===== config.mk =====
export PLATFORM = sky130hd
export DESIGN_NAME = spi_frame_loader
export DESIGN_NICKNAME = d
export VERILOG_FILES = /design/src/rtl/matrix_pkg.sv /design/src/rtl/spi_byte_rx.sv /design/src/rtl/spi_frame_loader.sv
export SDC_FILE = /design/constraint.sdc
export NUM_CORES = 1
export LEC_CHECK = 0
export BUFFER_PORTS_ARGS = -buffer_cell sky130_fd_sc_hd__buf_2
export CAP_MARGIN = 0
export CORE_ASPECT_RATIO = 0.7
export CORE_MARGIN = 2
export CORE_UTILIZATION = 64
export DETAILED_ROUTE_END_ITERATION = 12
export GPL_ROUTABILITY_DRIVEN = 0
export PLACE_DENSITY = 0.83
export SYNTH_ARGS = -nofsm -noshare
export SYNTH_HDL_FRONTEND = slang
export SYNTH_SLANG_ARGS = --single-unit

===== constraint.sdc =====
create_clock -name clk -period 3.15 [get_ports clk]
set_clock_uncertainty 0.2 [all_clocks]
set_input_delay 0.1575 -clock clk [delete_from_list [all_inputs] [get_ports clk]]
set_output_delay 0.1575 -clock clk [all_outputs]
set_load 0.01 [all_outputs]

===== src/rtl/matrix_pkg.sv =====
`default_nettype none
// ---------------------------------------------------------------------------
// matrix_pkg : shared widths, SPI command codes and FSM state types
// Rev 1.0
// ---------------------------------------------------------------------------
package matrix_pkg;

  localparam int DEF_ADDR_W = 10;
  localparam int DEF_RGB_W  = 3;

  localparam logic [7:0] CMD_FRAME = 8'h01;
  localparam logic [7:0] CMD_SEEK  = 8'h02;

  typedef enum logic [2:0] {
    P_IDLE = 3'd0,
    P_CMD  = 3'd1,
    P_AHI  = 3'd2,
    P_ALO  = 3'd3,
    P_PIX  = 3'd4,
    P_DROP = 3'd5
  } proto_state_t;

  typedef enum logic [1:0] {
    WR_IDLE   = 2'd0,
    WR_SETUP  = 2'd1,
    WR_STROBE = 2'd2,
    WR_HOLD   = 2'd3
  } wr_state_t;

endpackage
`default_nettype wire


===== src/rtl/spi_byte_rx.sv =====
`default_nettype none
// ---------------------------------------------------------------------------
// spi_byte_rx : mode-0 SPI slave byte receiver with input synchronisers
// Rev 1.0
// ---------------------------------------------------------------------------
module spi_byte_rx #(
  parameter int SYNC_LEN = 2
) (
  input  logic       clk,
  input  logic       reset,
  input  logic       sclk,
  input  logic       mosi,
  input  logic       cs_n,
  output logic       byte_valid,
  output logic [7:0] byte_data,
  output logic       cs_fall,
  output logic       cs_high
);

  logic [SYNC_LEN-1:0] r_sclk_sync;
  logic [SYNC_LEN-1:0] r_mosi_sync;
  logic [SYNC_LEN-1:0] r_cs_sync;
  logic                r_sclk_d;
  logic                r_cs_d;
  logic [2:0]          r_bit_cnt;
  logic [6:0]          r_shift;

  logic w_sclk;
  logic w_mosi;
  logic w_cs;
  logic w_sclk_rise;

  // SYNC_LEN must be at least 2; all three lines share the same latency
  assign w_sclk      = r_sclk_sync[SYNC_LEN-1];
  assign w_mosi      = r_mosi_sync[SYNC_LEN-1];
  assign w_cs        = r_cs_sync[SYNC_LEN-1];
  assign w_sclk_rise = w_sclk & ~r_sclk_d;
  assign cs_fall     = r_cs_d & ~w_cs;
  assign cs_high     = w_cs;

  always_ff @(posedge clk) begin
    if (reset) begin
      r_sclk_sync <= '0;
      r_mosi_sync <= '0;
      r_cs_sync   <= '1;
      r_sclk_d    <= 1'b0;
      r_cs_d      <= 1'b1;
      r_bit_cnt   <= 3'd0;
      r_shift     <= 7'd0;
      byte_valid  <= 1'b0;
      byte_data   <= 8'd0;
    end else begin
      r_sclk_sync <= {r_sclk_sync[SYNC_LEN-2:0], sclk};
      r_mosi_sync <= {r_mosi_sync[SYNC_LEN-2:0], mosi};
      r_cs_sync   <= {r_cs_sync[SYNC_LEN-2:0], cs_n};
      r_sclk_d    <= w_sclk;
      r_cs_d      <= w_cs;
      byte_valid  <= 1'b0;
      // Count held at zero while deselected, which also drops a partial byte
      if (w_cs) begin
        r_bit_cnt <= 3'd0;
      end else if (w_sclk_rise) begin
        r_shift   <= {r_shift[5:0], w_mosi};
        r_bit_cnt <= r_bit_cnt + 3'd1;
        if (r_bit_cnt == 3'd7) begin
          byte_valid <= 1'b1;
          byte_data  <= {r_shift, w_mosi};
        end
      end
    end
  end

endmodule
`default_nettype wire


===== src/rtl/spi_frame_loader.sv =====
`default_nettype none
// ---------------------------------------------------------------------------
// spi_frame_loader : SPI command decoder feeding the LED-matrix frame buffer
// Rev 1.0
// ---------------------------------------------------------------------------
module spi_frame_loader
  import matrix_pkg::*;
#(
  parameter int ADDR_W   = DEF_ADDR_W,
  parameter int RGB_W    = DEF_RGB_W,
  parameter int SYNC_LEN = 2
) (
  input  logic              clk,
  input  logic              reset,
  input  logic              sclk,
  input  logic              mosi,
  input  logic              cs_n,
  output logic              we,
  output logic [ADDR_W-1:0] adr_in,
  output logic [RGB_W-1:0]  rgb_in,
  output logic              frame_done,
  output logic              err
);

  logic       w_byte_valid;
  logic [7:0] w_byte;
  logic       w_cs_fall;
  logic       w_cs_high;

  proto_state_t      r_proto;
  wr_state_t         r_wr;
  logic [ADDR_W-1:0] r_ptr;
  logic [RGB_W-1:0]  r_pix_b;
  logic              r_second;

  spi_byte_rx #(.SYNC_LEN(SYNC_LEN)) u_rx (
    .clk       (clk),
    .reset     (reset),
    .sclk      (sclk),
    .mosi      (mosi),
    .cs_n      (cs_n),
    .byte_valid(w_byte_valid),
    .byte_data (w_byte),
    .cs_fall   (w_cs_fall),
    .cs_high   (w_cs_high)
  );

  always_ff @(posedge clk) begin
    if (reset) begin
      r_proto    <= P_IDLE;
      r_wr       <= WR_IDLE;
      r_ptr      <= '0;
      r_pix_b    <= '0;
      r_second   <= 1'b0;
      we         <= 1'b0;
      adr_in     <= '0;
      rgb_in     <= '0;
      frame_done <= 1'b0;
      err        <= 1'b0;
    end else begin
      err        <= 1'b0;
      frame_done <= 1'b0;

      // A byte always wins over a same-cycle deselect; the idle return follows next cycle
      if (w_byte_valid && r_wr != WR_IDLE) begin
        err <= 1'b1;
      end else if (w_byte_valid) begin
        case (r_proto)
          P_CMD: begin
            if (w_byte == CMD_FRAME) begin
              r_ptr   <= '0;
              r_proto <= P_PIX;
            end else if (w_byte == CMD_SEEK) begin
              r_proto <= P_AHI;
            end else begin
              err     <= 1'b1;
              r_proto <= P_DROP;
            end
          end
          P_AHI: begin
            r_ptr[ADDR_W-1:8] <= w_byte[ADDR_W-9:0];
            r_proto           <= P_ALO;
          end
          P_ALO: begin
            r_ptr[7:0] <= w_byte;
            r_proto    <= P_PIX;
          end
          P_PIX: begin
            adr_in   <= r_ptr;
            rgb_in   <= RGB_W'(w_byte[6:4]);
            r_pix_b  <= RGB_W'(w_byte[2:0]);
            r_second <= 1'b0;
            r_wr     <= WR_SETUP;
          end
          default: ;
        endcase
      end else if (w_cs_fall) begin
        r_proto <= P_CMD;
      end else if (w_cs_high) begin
        r_proto <= P_IDLE;
      end

      // Address/data land on entry to SETUP so they lead the we rise by one clk
      case (r_wr)
        WR_SETUP: begin
          we   <= 1'b1;
          r_wr <= WR_STROBE;
        end
        WR_STROBE: begin
          we         <= 1'b0;
          r_ptr      <= r_ptr + 1'b1;
          frame_done <= &adr_in;
          r_wr       <= WR_HOLD;
        end
        WR_HOLD: begin
          if (!r_second) begin
            adr_in   <= r_ptr;
            rgb_in   <= r_pix_b;
            r_second <= 1'b1;
            r_wr     <= WR_SETUP;
          end else begin
            r_wr <= WR_IDLE;
          end
        end
        default: ;
      endcase
    end
  end

endmodule
`default_nettype wire


# ---- After elaboration in Yosys (flattened, before gate mapping)
# Cells that the tools add are included.
dict set report word_totals {
  regBits 62
  in_bits 5
  output_inout_bits 16
  elab_cells 102
}
dict set report op_classes {
  add_sub_neg 2
  eq_ne 14
  n_mux 39
  bitwise 7
  n_reduce_logical 20
}
# cell count
set op_table {}
lappend op_table {{$mux W10} 9}
lappend op_table {{$mux W3} 10}
lappend op_table {{$pmux W8 S2} 1}
lappend op_table {{$mux W1} 12}
lappend op_table {{$reduce_and A3 Y1} 4}
lappend op_table {{$add A10 B1 Y10 const B} 1}
lappend op_table {{$reduce_and A10 Y1} 1}
lappend op_table {{$pmux W3 S3} 1}
lappend op_table {{$reduce_bool A3 Y1} 3}
lappend op_table {{$eq A8 B1 Y1 const B} 1}
lappend op_table {{$eq A8 B2 Y1 const B} 1}
lappend op_table {{$reduce_and A4 Y1} 2}
lappend op_table {{$reduce_bool A4 Y1} 2}
lappend op_table {{$eq A3 B2 Y1 const B} 2}
lappend op_table {{$eq A3 B3 Y1 const B} 2}
lappend op_table {{$mux W2} 3}
lappend op_table {{$pmux W2 S3} 1}
lappend op_table {{$reduce_bool A2 Y1} 3}
lappend op_table {{$not A1 Y1} 5}
lappend op_table {{$eq A2 B2 Y1 const B} 2}
lappend op_table {{$ne A4 B1 Y1 const B} 1}
lappend op_table {{$ne A4 B4 Y1 const B} 1}
lappend op_table {{$pmux W2 S2} 1}
lappend op_table {{$reduce_or A2 Y1} 2}
lappend op_table {{10 further kinds} 11}

# ---- Depth between registers and ports, before layout
# Gate-level depths: netlist of run 1.
dict set report logic_depth {
  ltp_word 6
  ltp_mapped 7
  mapped_depth_nobuf 6
}

# ---- Cells and area by module
# Synthesis of run 1 repeated with hierarchy kept, for this count alone.
dict set report unflattened {
  hier_cells 305
  hier_area_um2 2778.9
}
# module n_inst cells_each area_each_um2 seq_area_each_um2
set modules_own_cells {}
lappend modules_own_cells {spi_frame_loader 1 205 1846.8 700.7}
lappend modules_own_cells {spi_byte_rx 1 100 932.1 540.5}

# ---- Worst setup path before layout of run 1
# No wires, ideal clock.
dict set report synth_path {
  path_type {register to register}
  from {register r_wr[0]}
  to {register r_ptr[3]}
  setup_ps 86
  arrival_time_ps 1606
  slack_ps 1258
  path_stages_with_launch 8
  period_less_slack_ps 1892
  cell_sequence {dfxtp_1 inv_1 ha_1 clkbuf_1 and4bb_2 nand2_1 or2_1 a221oi_2}
}
dict set report synth_between {
  elab_chain_cells 4
  elab_cells_between_ends 9
  classes_between {3 x eq/ne; 1 x mux; 5 x reduce/logical}
}
# element line_no
set synth_lines {}
lappend synth_lines {{from (decl)} spi_frame_loader.sv:31} ;# wr_state_t r_wr;
lappend synth_lines {{from (signal assigned)} spi_frame_loader.sv:51} ;# r_wr <= WR_IDLE;
lappend synth_lines {{from (signal assigned)} spi_frame_loader.sv:93} ;# r_wr <= WR_SETUP;
lappend synth_lines {{from (signal assigned)} spi_frame_loader.sv:107} ;# r_wr <= WR_STROBE;
lappend synth_lines {{$reduce_bool A2 Y1} spi_frame_loader.sv:65} ;# if (w_byte_valid && r_wr != WR_IDLE) begin
lappend synth_lines {{$logic_and A1 B1 Y1} spi_frame_loader.sv:65}
lappend synth_lines {{$ne A2 B1 Y1 (no line)} n/a}
lappend synth_lines {{$reduce_and A4 Y1 (no line)} n/a}
lappend synth_lines {{to (signal, indexed assignment)} spi_frame_loader.sv:81} ;# r_ptr[ADDR_W-1:8] <= w_byte[ADDR_W-9:0];
lappend synth_lines {{to (signal assigned)} spi_frame_loader.sv:85} ;# r_ptr[7:0] <= w_byte;
lappend synth_lines {{to (signal assigned)} spi_frame_loader.sv:111} ;# r_ptr <= r_ptr + 1'b1;
lappend synth_lines {{to (decl)} spi_frame_loader.sv:32} ;# logic [ADDR_W-1:0] r_ptr;
# Several ways; a longest one is shown, not always the timed one.
# A chain may end at the register's enable or synchronous reset.

# ---- Worst setup path after layout of run 1
dict set report layout_path {
  from {register r_wr[0]}
  to {register r_ptr[6]}
}
# The elaborated chain is that of the path after synthesis.

==> flow_metrics.py, run 1 <==
metrics = {
    "drt": {
        "drtIter0Drc": 225,
        "drc": 0,
        "firstDrtPassIters": 5,
        "vias": 2398,
        "drt-total-wl_mm": 6.28,
        "ant_nets": 0,
        "viasPerCell": 6.06,
        "wl_per_cell_um": 15.8,
    },
    "synth": {
        "synth-edff-count": 0,
        "synth_flop_cell": "dfxtp_1",
        "synth_area_leaders": "dfxtp_1, mux2i_1, nor2_1",
        "syn_avg_cell_area_um2": 9.25,
        "synthArstFlopShare_pct": 0,
        "ys_top_cells_by_count": "dfxtp_1, nor2_1, mux2i_1, nand2_1, a21oi_1",
        "ys_types": 68,
        "yosysMostFrequentCell": "dfxtp_1",
        "synth_area_leader_cell": "dfxtp_1",
        "yosys_warnings": 0,
        "ys_ff_latch": 62,
        "ys_seq_area_share_pct": 41.9,
        "synth_top_area_share_pct": 41.9,
        "syn_inst": 320,
        "synthesis.area_um2": 2960,
        "mappedNetlistNets": 332,
    },
    "setup_path": {
        "worst_ep_required_time_ns": 3.19,
        "endpoint_kind": "flip-flop",
        "crit_fanout": 18,
        "cp_data_arrival_time_ns": 2.47,
        "startpoint_type": "flip-flop",
        "criticalPathCategory": "reg -> reg",
    },
    "sta": {
        "finalCritPeriodShare_pct": 77.3,
        "tightest_slew_ns": 0.657,
        "slew_viol_final": 0,
        "finalHoldViolations": 0,
        "period_needed_ns": 2.44,
        "hold_slack_ns": 0.0846,
        "setup_viol": 0,
        "rsz0062_at_grt": "no",
        "fmax_ghz": 0.411,
        "fin_tns_setup_ns": 0,
        "timing.max_slew.rel_slack_pct": 56.2,
    },
    "cts": {
        "clk_pin_slew_ns": 0.07,
        "ctsResizeCount": 0,
        "postCtsHoldBufs": 3,
        "clock-sinks": 62,
        "clk_latency_ns": 0.35,
        "numCtsBuffers": 9,
        "htree_levels": 3,
        "cts_buffer_depth": 2,
        "post-cts-setup-buffers": 0,
        "tritoncts": "built",
        "cts_root_buf": "clkbuf_8",
    },
    "die": {
        "start_util_pct": 67.2,
        "rows": 20,
        "core_region_area_um2": 4400,
        "die_w_um": 85.3,
        "io_pins": 21,
        "die_area_um2": 5190,
        "fp.dieH_um": 60.9,
    },
    "global_routing": {
        "grt_overflow_total": 0,
        "grt_pass1_vias": 2233,
        "grt_usage_pct": 26.8,
        "grt_max_degree": 30,
        "antenna_found_initial": 0,
        "grt_pass1_wl_mm": 10.6,
    },
    "power": {
        "p_leak_nw": 1.37,
        "p_total_mw": 1.58,
        "p_per_area_nw_per_um2": 484,
        "ir_drop_mv": 0.395,
    },
    "place": {
        "placed_cell_area_um2": 3030,
        "hpwl_mm": 4.28,
        "dp.cells": 377,
        "io_buffers": 20,
    },
    "status": {
        "outcome": "finished, final reports clean",
    },
    "flow_run": {
        "drv_cap": 0,
    },
    "finish": {
        "fillers": 331,
        "drive_gt1_share_pct": 17.0,
        "syn_to_final_growth_pct": 10.6,
        "final_cells": 396,
        "final_cell_area_um2": 3270,
        "n_antenna_cell": 0,
        "nNetsFinal": 348,
        "seqCellArea_um2": 1240,
        "multiInputGateArea_um2": 1570,
    },
    "worst_hold_path": {
        "hold_path.class": "in -> reg",
    },
}
-- cells by family after synthesis --
kind of cell / Yosys count / share of synthesized area [%]
AOI/OAI and AO/OA: 67 / 15.8
muxes: 25 / 8.46
buffers and inverters: 27 / 4.86
DFF: 62 / 41.9
xor gates and xnor gates: 3 / 0.888
adders and majority gates: 7 / 2.96
and+or+nand+nor: 129 / 25.1
-- final timing paths --
check                            to  cells past startpoint              start  slack (ns)
hold / removal            adr_in[3]                      2              reset        0.08
setup reg to reg           r_ptr[6]                      6            r_wr[0]        0.71
setup / recovery           r_ptr[6]                      6            r_wr[0]        0.71
hold reg to reg   u_rx.r_cs_sync[1]                      1  u_rx.r_cs_sync[0]        0.22
-- power breakdown --
group	leakage (nW)	internal [mW]	switching [mW]	total, mW
clock network	0.106	0.444	0.307	0.750
registers	0.501	0.790	0.00602	0.796
logic	0.766	0.0149	0.0218	0.0367
total	1.37	1.25	0.335	1.58
-- layout by cell type, fill, tap and decap left out, types with 3 or more instances in the layout --
| cell | instances |
|---|---|
| o21ai_0 | 8 |
| and3_1 | 8 |
| nor2_1 | 37 |
| dfxtp_1 | 62 |
| a31oi_1 | 5 |
| inv_1 | 5 |
| nand4_1 | 5 |
| dlygate4sd3_1 | 3 |
| nor2b_1 | 7 |
| mux2i_1 | 25 |
| nand3_1 | 7 |
| or2_2 | 3 |
| a211oi_1 | 7 |
| nor3_1 | 4 |
| ha_1 | 7 |
| nand2_1 | 23 |
| buf_4 | 3 |
| a21oi_1 | 22 |
| buf_2 | 20 |
| nand2b_1 | 6 |
| clkbuf_8 | 9 |
-- metal layers --
| metal | wire [µm] | global-route usage (%) |
|---|---|---|
| met4 | 82 | 8.39 |
| met2 | 2730 | 39.6 |
| met5 | 0 | 0 |
| met3 | 369 | 8.98 |
| met1 | 3090 | 37.4 |
-- layout make-up --
class,count,share of cell area (%)
clock buffers,10,3.90
clock inverters,6,2.64
inverters,6,0.688
multi-input cells,231,48.1
flip-flops and latches,62,37.9
well taps,55,2.10
repair buffers,26,4.66
-- sequential cells by signal, indices dropped and copies added (netlist names) --
signal            flops
r_pix_b               3
r_wr                  2
r_second              1
u_rx.r_sclk_sync      2
we                    1
u_rx.r_mosi_sync      2
u_rx.byte_valid       1
frame_done            1
u_rx.r_cs_sync        2
err                   1
rgb_in                3
u_rx.byte_data        8
r_ptr                10
u_rx.r_shift          7
u_rx.r_bit_cnt        3
r_proto               3
u_rx.r_sclk_d         1
u_rx.r_cs_d           1
adr_in               10
-- metrics by stage --
| stage | setup slack [ns] | utilization (%) |
|---|---|---|
| 2_1_floorplan | 1.26 | - |
| 3_3_place_gp | 0.920 | 68.8 |
| 3_5_place_dp | 0.824 | 68.8 |
| 4_1_cts | 0.784 | 74.3 |
| 5_1_grt | 0.536 | 74.3 |
| 6_report | 0.714 | 74.3 |
-- worst max-delay path: stages, from the launching register on --
cell,delay (ns)
dfxtp_1,0.35
inv_1,0.10
ha_1,0.58
clkinv_1,0.45
o21ai_0,0.28
o221ai_2,0.14
a22o_1,0.22
Note: power is estimated with default switching activity, not from simulation.
==> inputs of run 2 (changes only) <==
- CORE_UTILIZATION: 64 -> 59
- PLACE_DENSITY: 0.83 -> 0.77
- clock period: 3.15 -> 2.3 ns (I/O delays scaled with it)
==> flow_metrics.py, run 2 (synthesis gave the netlist of run 1 again) <==
metrics = {
    "status": {
        "outcome": "finished, final reports clean",
    },
    "global_routing": {
        "top_usage_layer": "met1",
        "use_met3_pct": 9.17,
        "globalRouteMet1Util_pct": 37.1,
        "use_met2_pct": 34.6,
        "grt_usage_pct": 25.5,
        "grt_pass1_vias": 2365,
        "grt_overflow_total": 0,
        "grt_max_degree": 29,
        "antenna_found_initial": 0,
        "grt_pass1_wl_mm": 11.2,
    },
    "drt": {
        "wl_per_cell_um": 15.1,
        "drt-total-wl_mm": 6.35,
        "viasPerCell": 5.84,
        "vias": 2451,
        "ant_nets": 0,
        "firstDrtPassIters": 4,
        "drtIter0Drc": 242,
        "drc": 0,
    },
    "sta": {
        "finalHoldViolations": 0,
        "tightest_slew_ns": 0.616,
        "fmax_ghz": 0.473,
        "slew_viol_final": 0,
        "timing.max_slew.rel_slack_pct": 58.5,
        "fin_tns_setup_ns": 0,
        "setup_viol": 0,
        "rsz0062_at_grt": "no",
        "period_needed_ns": 2.11,
        "finalCritPeriodShare_pct": 91.9,
        "setup_ws_ns": 0.187,
    },
    "finish": {
        "multiInputGateArea_um2": 1570,
        "final_common_cell": "dfxtp_1",
        "drive_gt1_share_pct": 19.4,
        "final_util_pct": 69.7,
        "reg.largest.list": "adr_in: 10 flops, r_ptr: 10 flops, u_rx.byte_data: 8 flops",
        "n_antenna_cell": 0,
        "nNetsFinal": 358,
        "layout_common_cells": "dfxtp_1, nor2_1, mux2i_1, nand2_1, a21oi_1",
        "fillers": 381,
        "syn_to_final_growth_pct": 13.3,
        "seqCellArea_um2": 1240,
    },
    "die": {
        "core_region_area_um2": 4810,
        "die_w_um": 88.6,
        "start_util_pct": 61.5,
        "fp.dieH_um": 63.3,
        "io_pins": 21,
        "die_area_um2": 5610,
        "rows": 21,
    },
    "cts": {
        "htree_levels": 3,
        "numCtsBuffers": 9,
        "clk_latency_ns": 0.34,
        "clk_pin_slew_ns": 0.07,
        "cts_root_buf": "clkbuf_8",
        "cts_buffer_depth": 2,
        "clock-sinks": 62,
        "tritoncts": "built",
    },
    "power": {
        "p_per_area_nw_per_um2": 622,
        "ir_drop_mv": 0.511,
        "p_total_mw": 2.09,
        "p_leak_nw": 1.41,
    },
    "setup_path": {
        "endpoint_kind": "flip-flop",
        "criticalPathCategory": "reg -> reg",
        "rrSetupSlack_ns": 0.19,
        "crit_fanout": 11,
        "cp.buffers_inverters": 1,
        "r2r-start": "r_wr[0]",
        "cpMaxStageDelayCell": "dfxtp_1",
        "startpoint_type": "flip-flop",
        "cp_cell_sequence": "inv_1, ha_1, and4bb_2, nand2_1, or2_1, a221oi_2",
        "reg2reg_depth": 6,
        "cp_data_arrival_time_ns": 2.16,
        "cpPeakStageDelay_ns": 0.39,
        "worst_ep_required_time_ns": 2.35,
        "crit_family": "simple AND/OR/NAND/NOR gates",
        "r2r-end": "r_ptr[3]",
    },
    "worst_hold_path": {
        "worstHoldPathCells": 2,
        "hold_start": "reset",
        "hold_path.class": "in -> reg",
        "hold_end": "u_rx.r_shift[1]",
    },
    "place": {
        "hpwl_mm": 4.61,
        "dp_slack_ns": 0.225,
        "io_buffers": 20,
    },
    "flow_run": {
        "drv_cap": 0,
    },
}
-- run 2: cell count changes in the layout (fill, tap and decap cells not counted), sizes merged --
cell | before | now
clkinvlp | 1 | 2
clkinv | 4 | 3
buf | 23 | 33
bufinv | 2 | 1
clkbuf | 10 | 11
-- run 2: worst max path at each step --
| stage | startpoint | to | slack (ns) | depth (start not counted) |
|---|---|---|---|---|
| after floorplan | r_wr[0] | r_ptr[3] | 0.41 | 7 |
| after global placement | r_wr[0] | r_ptr[6] | 0.27 | 6 |
| after detailed placement | r_wr[0] | r_ptr[3] | 0.22 | 6 |
| after CTS | r_wr[0] | r_ptr[6] | 0.22 | 6 |
| after global routing | r_wr[1] | r_ptr[6] | 0.05 | 6 |
| final | r_wr[0] | r_ptr[3] | 0.19 | 6 |
-- run 2: cell type report --
type	count	share of cell area, %
well taps	69	2.58
repair buffers	36	6.79
flip-flops and latches	62	37.0
clock inverters	5	1.75
multi-input cells	231	47.0
clock buffers	11	4.22
inverters	6	0.672
-- run 2: worst register-to-register path, delay by kind of cell (launching register included) --
family	cells	cell delay [ns]
AO/OA/AOI/OAI	1	0.23
buffers and inverters	1	0.08
adder cells (fa/ha/maj)	1	0.34
AND/OR/NAND/NOR	3	0.80
flip-flops	1	0.39
-- run 2: per-layer routing --
| layer | vias up | wire length, µm |
|---|---|---|
| met4 | 0 | 72 |
| met5 | - | 0 |
| met1 | 1158 | 3070 |
| li1 | 1212 | - |
| met2 | 70 | 2700 |
| met3 | 11 | 504 |
-- run 2: metrics by stage --
stage / instances / hold slack, ns / instance area [µm²]
2_1_floorplan: 320 / 0.0188 / 2960
3_3_place_gp: 401 / 0.0992 / 3120
3_5_place_dp: 401 / 0.114 / 3120
4_1_cts: 420 / 0.0153 / 3350
5_1_grt: 420 / 0.0401 / 3350
6_report: 420 / 0.0295 / 3350
-- run 2: repair_timing --
action | CTS | global route
endpoints found under the hold margin | 3 | 0
resized for setup | 0 | 0
setup buffers | 0 | 0
hold buffers | 3 | 0
-- run 2: report_power, final --
part	switching [mW]	internal, mW	total (mW)	leakage (nW)
Combinational	0.0303	0.0212	0.0515	0.817
Sequential	0.00805	1.08	1.09	0.501
Clock	0.415	0.530	0.945	0.0955
Total	0.454	1.63	2.09	1.41
